[src/rtl/mem_bus_arbiter.sv]
// Shares one SRAM-like bus port between instruction fetch and data access,
// sequencing address and data phases and returning a one-cycle ok pulse to the owner.
module mem_bus_arbiter #(
   parameter bit PRIO_DATA = 1'b1,
   parameter bit KSEG_MAP  = 1'b1
) (
   input  logic        clk,
   input  logic        resetn,
   input  logic        inst_req,
   input  logic [31:0] inst_addr,
   input  logic        inst_flush,
   output logic [31:0] inst_rdata,
   output logic        inst_ok,
   input  logic        data_req,
   input  logic        data_wr,
   input  logic [3:0]  data_sel,
   input  logic [1:0]  data_size,
   input  logic [31:0] data_addr,
   input  logic [31:0] data_wdata,
   output logic [31:0] data_rdata,
   output logic        data_ok,
   output logic        bus_req,
   output logic        bus_wr,
   output logic [1:0]  bus_size,
   output logic [3:0]  bus_sel,
   output logic [31:0] bus_addr,
   output logic [31:0] bus_wdata,
   input  logic        bus_addr_ok,
   input  logic        bus_data_ok,
   input  logic [31:0] bus_rdata,
   output logic [1:0]  dbg_state
);

   // Handshake: a requester holds req and its fields until its ok pulse; the bus
   // accepts the address phase on bus_req && bus_addr_ok and ends the data phase
   // on bus_data_ok.
   typedef enum logic [1:0] {S_IDLE = 2'd0, S_ADDR = 2'd1, S_DATA = 2'd2} state_t;

   state_t      state, state_next;
   logic        owner_data, owner_data_next;
   logic        discard, discard_next;
   logic        done;
   logic        bus_req_n, bus_wr_n;
   logic [1:0]  bus_size_n;
   logic [3:0]  bus_sel_n;
   logic [31:0] bus_addr_n, bus_wdata_n;
   logic [31:0] inst_rdata_n, data_rdata_n;
   logic        inst_ok_n, data_ok_n;
   logic        inst_pend, data_pend, grant_data, grant_inst, suppress;

   function automatic logic [31:0] map_addr(input logic [31:0] a);
      if (KSEG_MAP && a[31:30] == 2'b10) return {3'b000, a[28:0]};
      return a;
   endfunction

   // A requester whose ok is pulsing this cycle is still holding a stale req.
   assign inst_pend  = inst_req && !inst_ok;
   assign data_pend  = data_req && !data_ok;
   assign grant_data = data_pend && (PRIO_DATA || !inst_pend);
   assign grant_inst = inst_pend && !grant_data;
   assign suppress   = data_wr && (data_sel == 4'b0000);
   assign dbg_state  = state;

   always_comb begin
      state_next      = state;
      owner_data_next = owner_data;
      discard_next    = discard;
      bus_req_n       = bus_req;
      bus_wr_n        = bus_wr;
      bus_size_n      = bus_size;
      bus_sel_n       = bus_sel;
      bus_addr_n      = bus_addr;
      bus_wdata_n     = bus_wdata;
      inst_rdata_n    = inst_rdata;
      data_rdata_n    = data_rdata;
      inst_ok_n       = 1'b0;
      data_ok_n       = 1'b0;
      done            = 1'b0;
      case (state)
         S_IDLE: begin
            if (grant_data) begin
               if (suppress) begin
                  data_ok_n = 1'b1;
               end else begin
                  owner_data_next = 1'b1;
                  bus_req_n       = 1'b1;
                  bus_wr_n        = data_wr;
                  bus_size_n      = data_size;
                  bus_sel_n       = data_sel;
                  bus_addr_n      = map_addr(data_addr);
                  bus_wdata_n     = data_wdata;
                  state_next      = S_ADDR;
               end
            end else if (grant_inst) begin
               owner_data_next = 1'b0;
               discard_next    = 1'b0;
               bus_req_n       = 1'b1;
               bus_wr_n        = 1'b0;
               bus_size_n      = 2'b10;
               bus_sel_n       = 4'b0000;
               bus_addr_n      = map_addr(inst_addr);
               bus_wdata_n     = 32'd0;
               state_next      = S_ADDR;
            end
         end
         S_ADDR: begin
            if (bus_addr_ok) begin
               bus_req_n = 1'b0;
               if (bus_data_ok) done = 1'b1;
               else state_next = S_DATA;
            end
         end
         S_DATA: begin
            if (bus_data_ok) done = 1'b1;
         end
         default: state_next = S_IDLE;
      endcase

      if (state != S_IDLE && !owner_data && inst_flush) discard_next = 1'b1;

      // A flush arriving in the completion cycle itself still discards the fetch.
      if (done) begin
         state_next   = S_IDLE;
         discard_next = 1'b0;
         if (owner_data) begin
            data_rdata_n = bus_rdata;
            data_ok_n    = 1'b1;
         end else if (!(discard || inst_flush)) begin
            inst_rdata_n = bus_rdata;
            inst_ok_n    = 1'b1;
         end
      end
   end

   always_ff @(posedge clk or negedge resetn) begin
      if (!resetn) begin
         state      <= S_IDLE;
         owner_data <= 1'b0;
         discard    <= 1'b0;
         bus_req    <= 1'b0;
         bus_wr     <= 1'b0;
         bus_size   <= 2'b00;
         bus_sel    <= 4'b0000;
         bus_addr   <= 32'd0;
         bus_wdata  <= 32'd0;
         inst_rdata <= 32'd0;
         data_rdata <= 32'd0;
         inst_ok    <= 1'b0;
         data_ok    <= 1'b0;
      end else begin
         state      <= state_next;
         owner_data <= owner_data_next;
         discard    <= discard_next;
         bus_req    <= bus_req_n;
         bus_wr     <= bus_wr_n;
         bus_size   <= bus_size_n;
         bus_sel    <= bus_sel_n;
         bus_addr   <= bus_addr_n;
         bus_wdata  <= bus_wdata_n;
         inst_rdata <= inst_rdata_n;
         data_rdata <= data_rdata_n;
         inst_ok    <= inst_ok_n;
         data_ok    <= data_ok_n;
      end
   end

endmodule

[config.mk]
export PLATFORM = sky130hd
export DESIGN_NAME = mem_bus_arbiter
export DESIGN_NICKNAME = d
export VERILOG_FILES = /design/src/rtl/mem_bus_arbiter.sv
export SDC_FILE = /design/constraint.sdc
export NUM_CORES = 1
export LEC_CHECK = 0
export BUFFER_PORTS_ARGS = -buffer_cell sky130_fd_sc_hd__buf_2
export CAP_MARGIN = 10
export CORE_ASPECT_RATIO = 0.5
export CORE_MARGIN = 2
export CORE_UTILIZATION = 28
export DETAILED_ROUTE_END_ITERATION = 10
export SLEW_MARGIN = 0
export SYNTH_ARGS = -nofsm -noshare
export SYNTH_HDL_FRONTEND = slang
export SYNTH_SLANG_ARGS = --single-unit
export TNS_END_PERCENT = 5
[constraint.sdc]
create_clock -name clk -period 2.5 [get_ports clk]
set_input_delay 0.25 -clock clk [delete_from_list [all_inputs] [get_ports clk]]
set_output_delay 0.25 -clock clk [all_outputs]
set_load 0.01 [all_outputs]
Word-level counts from Yosys, hierarchy flattened
Index checks and enable logic that the tools add are counted.

Register bits: 142. Bits of input ports: 142. Output and inout bits: 140. Word-level logic and storage cells: 108.

Equal/unequal tests: 14. Muxes and demuxes: 55. Bitwise gates (word level): 2. Reductions and logical operators: 24.

Operators by type and width (number): 2-to-1 mux 32 bit (10); 2-to-1 mux 1 bit (30); 2-to-1 mux 2 bit (9); 2-to-1 mux 4 bit (3); != test 3 bit, second input constant (4); AND reduction 3 bit (3); != test 4 bit, second input constant (2); equality test 2 bit, second input constant (3); logical AND 1 bit (6); != test 2 bit, second input constant (3); case mux 2 bit (3 select lines) (1); nonzero test 2 bit (3); nonzero test 3 bit (2); AND reduction 5 bit (1); logical NOT 1 bit (4); logical NOT 4 bit (1); case mux 1 bit (2 select lines) (2); AND reduction 4 bit (1); != test 3 x 2 -> 1 bit, second input constant (1); equality test 2 x 1 -> 1 bit, second input constant (1); logical NOT 2 bit (1); inverter 1 bit (2); AND reduction 2 bit (1); logical OR 1 bit (1).

Depth between registers and ports, before layout
Word-level depth: 10. Gate-level depth with buffers: 8. Mapped depth without buffers: 6.

Worst setup path before layout
Ideal clock, no wire load.

Path kind: register to register. Start: register state[1], in the netlist dbg_state[1]. End: register inst_rdata[0]. Setup time: 0.125 ns. Data arrival time: 1.784 ns. Data required time: 2.375 ns. Path slack: 0.591 ns. Cell stages (with the launch flop): 8. Period minus slack after synthesis: 1.909 ns. Cell sequence: dfrtp_1 inv_1 ha_1 a21o_1 nand3_2 nor4_4 buf_6 mux2_4.

Word-level cells in the longest chain between the ends: 3. Elaborated cells between the ends (all ways): 4. Those cells by class: 2 x eq/ne; 1 x mux; 1 x reduce/logical.

RTL lines: start, declared (line 39) `state_t state, state_next;`; start signal, assigned (line 151) `state <= state_next;`; equality test 2 bit / equality test 2 x 1 -> 1 bit (equally long branches) (line 79) `case (state)`; case mux 1 bit (2 select lines) * (line 79); AND reduction 3 bit (no source line) *; end signal, assigned (line 160) `inst_rdata <= inst_rdata_n;`; end, declared (line 12) `output logic [31:0] inst_rdata,`.

Every way passes the cells marked *; elsewhere a longest branch is shown, timed or not. A chain may end at the register's enable or synchronous reset.

Final worst setup path
Start: register state[1], in the netlist dbg_state[1]. End: register data_rdata[13].

Word-level cells in the longest chain between the ends: 3. Elaborated cells between the ends (all ways): 4. Those cells by class: 2 x eq/ne; 1 x mux; 1 x reduce/logical.

RTL lines: equality test 2 bit / equality test 2 x 1 -> 1 bit (equally long branches) (line 79); case mux 1 bit (2 select lines) * (line 79); AND reduction 2 bit (no source line) *; end signal, assigned (line 161) `data_rdata <= data_rdata_n;`; end, declared (line 20) `output logic [31:0] data_rdata,`.

Marked as above.

==> flow_summary.ini <==
[outcome]
status = completed

[yosys]
syn_nets = 556
synth_cell_types = 38
ys_warn_count = 0
seq_area_frac_synth_pct = 59.8
avgSynthCellArea_sq_um = 14.4
yosys_register_bits = 142
synth_area_sq_um = 5940
syn_inst = 411

[critical_path]
path_buf_inv = 2
startpoint_type = flop
end_kind = flop
crit_type = reg2reg
cpMaxStageDelayCell = dfrtp_1
crit_fanout = 20
crit_arrival_ns = 2.48
cp.required_ns = 2.80
crit_family = simple AND/OR/NAND/NOR gates
cpPeakStageDelay_ns = 0.40
crit_chain = inv_1, ha_1, a21o_1, and3_4, and2_4, buf_12, mux2_4

[routing]
vias = 4331
wl_per_cell_um = 16.3
wl_mm = 16.0
drt_first_pass_iters = 4
ant_nets = 0
drt-vias-per-instance = 4.41
drc_errors = 0
drtIter0Drc = 194

[pwr]
p_leak_nw = 4.34
p_clk_share_pct = 24.5
p_sw_share_pct = 34.8
powerDensity_nw_per_um2 = 1300
comb_power_share_pct = 38.2
irDropWorstVdd_mv = 0.423
pwr-share-seq_pct = 37.4
internal_power_w = 0.00702
p_sw_w = 0.00375

[timing]
rsz0062_at_grt = false
hold_violations = 0
post-route-period-util_pct = 87.1
setup-violations-final = 0
fin_crit_ns = 2.18
holdWs_ns = 0.0458
tns_ns = 0
drv_slew = 0
setup_slack_ns = 0.322
skew_ns = 0.0107
fmax_ghz = 0.459
relSlewSlack_pct = 57.7
tightestPinTransition_ns = 0.635

[cts]
tritoncts = built
cts_inserted_buffers = 17
htreeDepth = 4
clockBufferDepth = 2
clk_pin_slew_ns = 0.07
cts_setup_buffers = 0
cts_root_buffer = clkbuf_16
clock_latency_ns = 0.42
cts.sinks = 142
hold_buffers = 1
cts_resized = 0

[placed_design]
place_inst = 949
place_area_sq_um = 7640
portBuffers = 281
gp_congestion = 0.837
dpl.hpwl_mm = 11.7
place_ws_ns = 0.315

[die]
dieArea_sq_um = 22500
start_util_pct = 28.7
num_rows = 37
die_width_um = 210
io_pins = 282
coreArea_sq_um = 20700
die_h_um = 107

[cells_and_area]
syn_to_final_growth_pct = 39.1
final_cell_area_sq_um = 8260
antenna_cells = 0
final_common_cell = buf_2
nFillCells = 1985
final_cell_mix = buf_2 (280), dfrtp_1 (142), mux2_4 (49)
layout-drive-gt1-share_pct = 56.1
fin_nets = 841
stdcell_count = 982

[worst_hold_path]
hold_class = in2reg

[global_route]
grt.total_usage_pct = 14.4
grt_max_degree = 95
antenna_found_initial = 0
grt-ovfl-total = 0
grt_pass1_vias = 4520
grt_first_pass_wirelength_mm = 24.8

[job]
max_cap_viol_count = 0
[final timing paths]
check,from,to,slack (ns),cells past startpoint
setup / recovery,dbg_state[1]$_DFFE_PN0P_,data_rdata[13]$_DFFE_PN0P_,0.32,7
hold / removal,data_wdata[17],bus_wdata[17]$_DFFE_PN0P_,0.05,2
setup reg to reg,dbg_state[1]$_DFFE_PN0P_,data_rdata[13]$_DFFE_PN0P_,0.32,7
hold reg to reg,bus_addr[20]$_DFFE_PN0P_,bus_addr[20]$_DFFE_PN0P_,0.47,2
max in group asynchronous,resetn,inst_rdata[22]$_DFFE_PN0P_,1.36,3
min in group asynchronous,resetn,bus_addr[26]$_DFFE_PN0P_,0.40,2
[synth_stat cells, drive strengths merged]
master,instances,share of area [%]
inv,4,0.25
a221oi,1,0.15
dfrtp,142,60
a221o,1,0.17
nor2b,2,0.21
nand2b,4,0.55
a22o,39,5.8
and3,2,0.30
nor3,1,0.17
nor4,1,0.36
mux2i,30,5.1
a31oi,2,0.21
a21oi,4,0.34
a31o,1,0.15
buf,21,3.2
o21ai,34,2.9
and2,1,0.15
nand3,3,0.34
clkbuf,5,0.32
a41o,1,0.17
or2b,1,0.13
o2bb2ai,1,0.15
mux2,65,15
ha,3,0.63
a211oi,2,0.34
a21o,2,0.25
nor2,6,0.38
nor4bb,1,0.17
nand2,31,2.0
[cell type report]
class	instances	area, sq um	share of cell area [%]
sequential	142	3550	43.0
multi-input combinational	239	2180	26.4
timing repair buffer	292	1560	18.9
clock inverter	14	166	2.01
inverter	4	15.0	0.182
clock buffer	18	439	5.32
tap	273	342	4.14
[sequential cells by signal, summed over array words and instances, names as in the netlist]
| name | count |
|---|---|
| bus_addr | 32 |
| bus_wdata | 32 |
| data_ok | 1 |
| bus_req | 1 |
| data_rdata | 32 |
| inst_rdata | 32 |
| bus_size | 2 |
| discard | 1 |
| bus_wr | 1 |
| dbg_state | 2 |
| bus_sel | 4 |
| inst_ok | 1 |
| owner_data | 1 |
[metal layers]
| layer | global-route usage (%) | part of all wire, % |
|---|---|---|
| met1 | 16.7 | 41 |
| met2 | 26.2 | 54 |
| met3 | 2.90 | 2.9 |
| met4 | 5.78 | 2.3 |
| met5 | 0 | 0 |
[metrics by stage]
step,util [%],total power (W)
floorplan,-,0.00647
global route,39.9,0.0115
finish,39.9,0.0108
CTS,39.9,0.0110
detailed placement,36.9,0.00823
global placement,36.9,0.00814
[logic make-up (layout without fill, tap and decap cells)]
| logic type | after synthesis | in the layout | share of synthesized area (%) |
|---|---|---|---|
| flip-flops | 142 | 142 | 59.8 |
| multiplexers | 95 | 95 | 20.5 |
| AO/OA/AOI/OAI | 88 | 88 | 10.5 |
| AND/OR/NAND/NOR | 53 | 53 | 4.70 |
| buffers and inverters | 30 | 328 | 3.81 |
| adder cells (fa/ha/maj) | 3 | 3 | 0.632 |
[power groups by stage]
stage / clock network [W] / logic (W) / registers (W)
after global placement: 0 / 0.00412 / 0.00403
after floorplan: 0 / 0.00192 / 0.00455
after global routing: 0.00284 / 0.00446 / 0.00417
after detailed placement: 0 / 0.00419 / 0.00404
final: 0.00263 / 0.00411 / 0.00402
after CTS: 0.00273 / 0.00419 / 0.00403
Note: power is estimated with default switching activity, not from simulation.
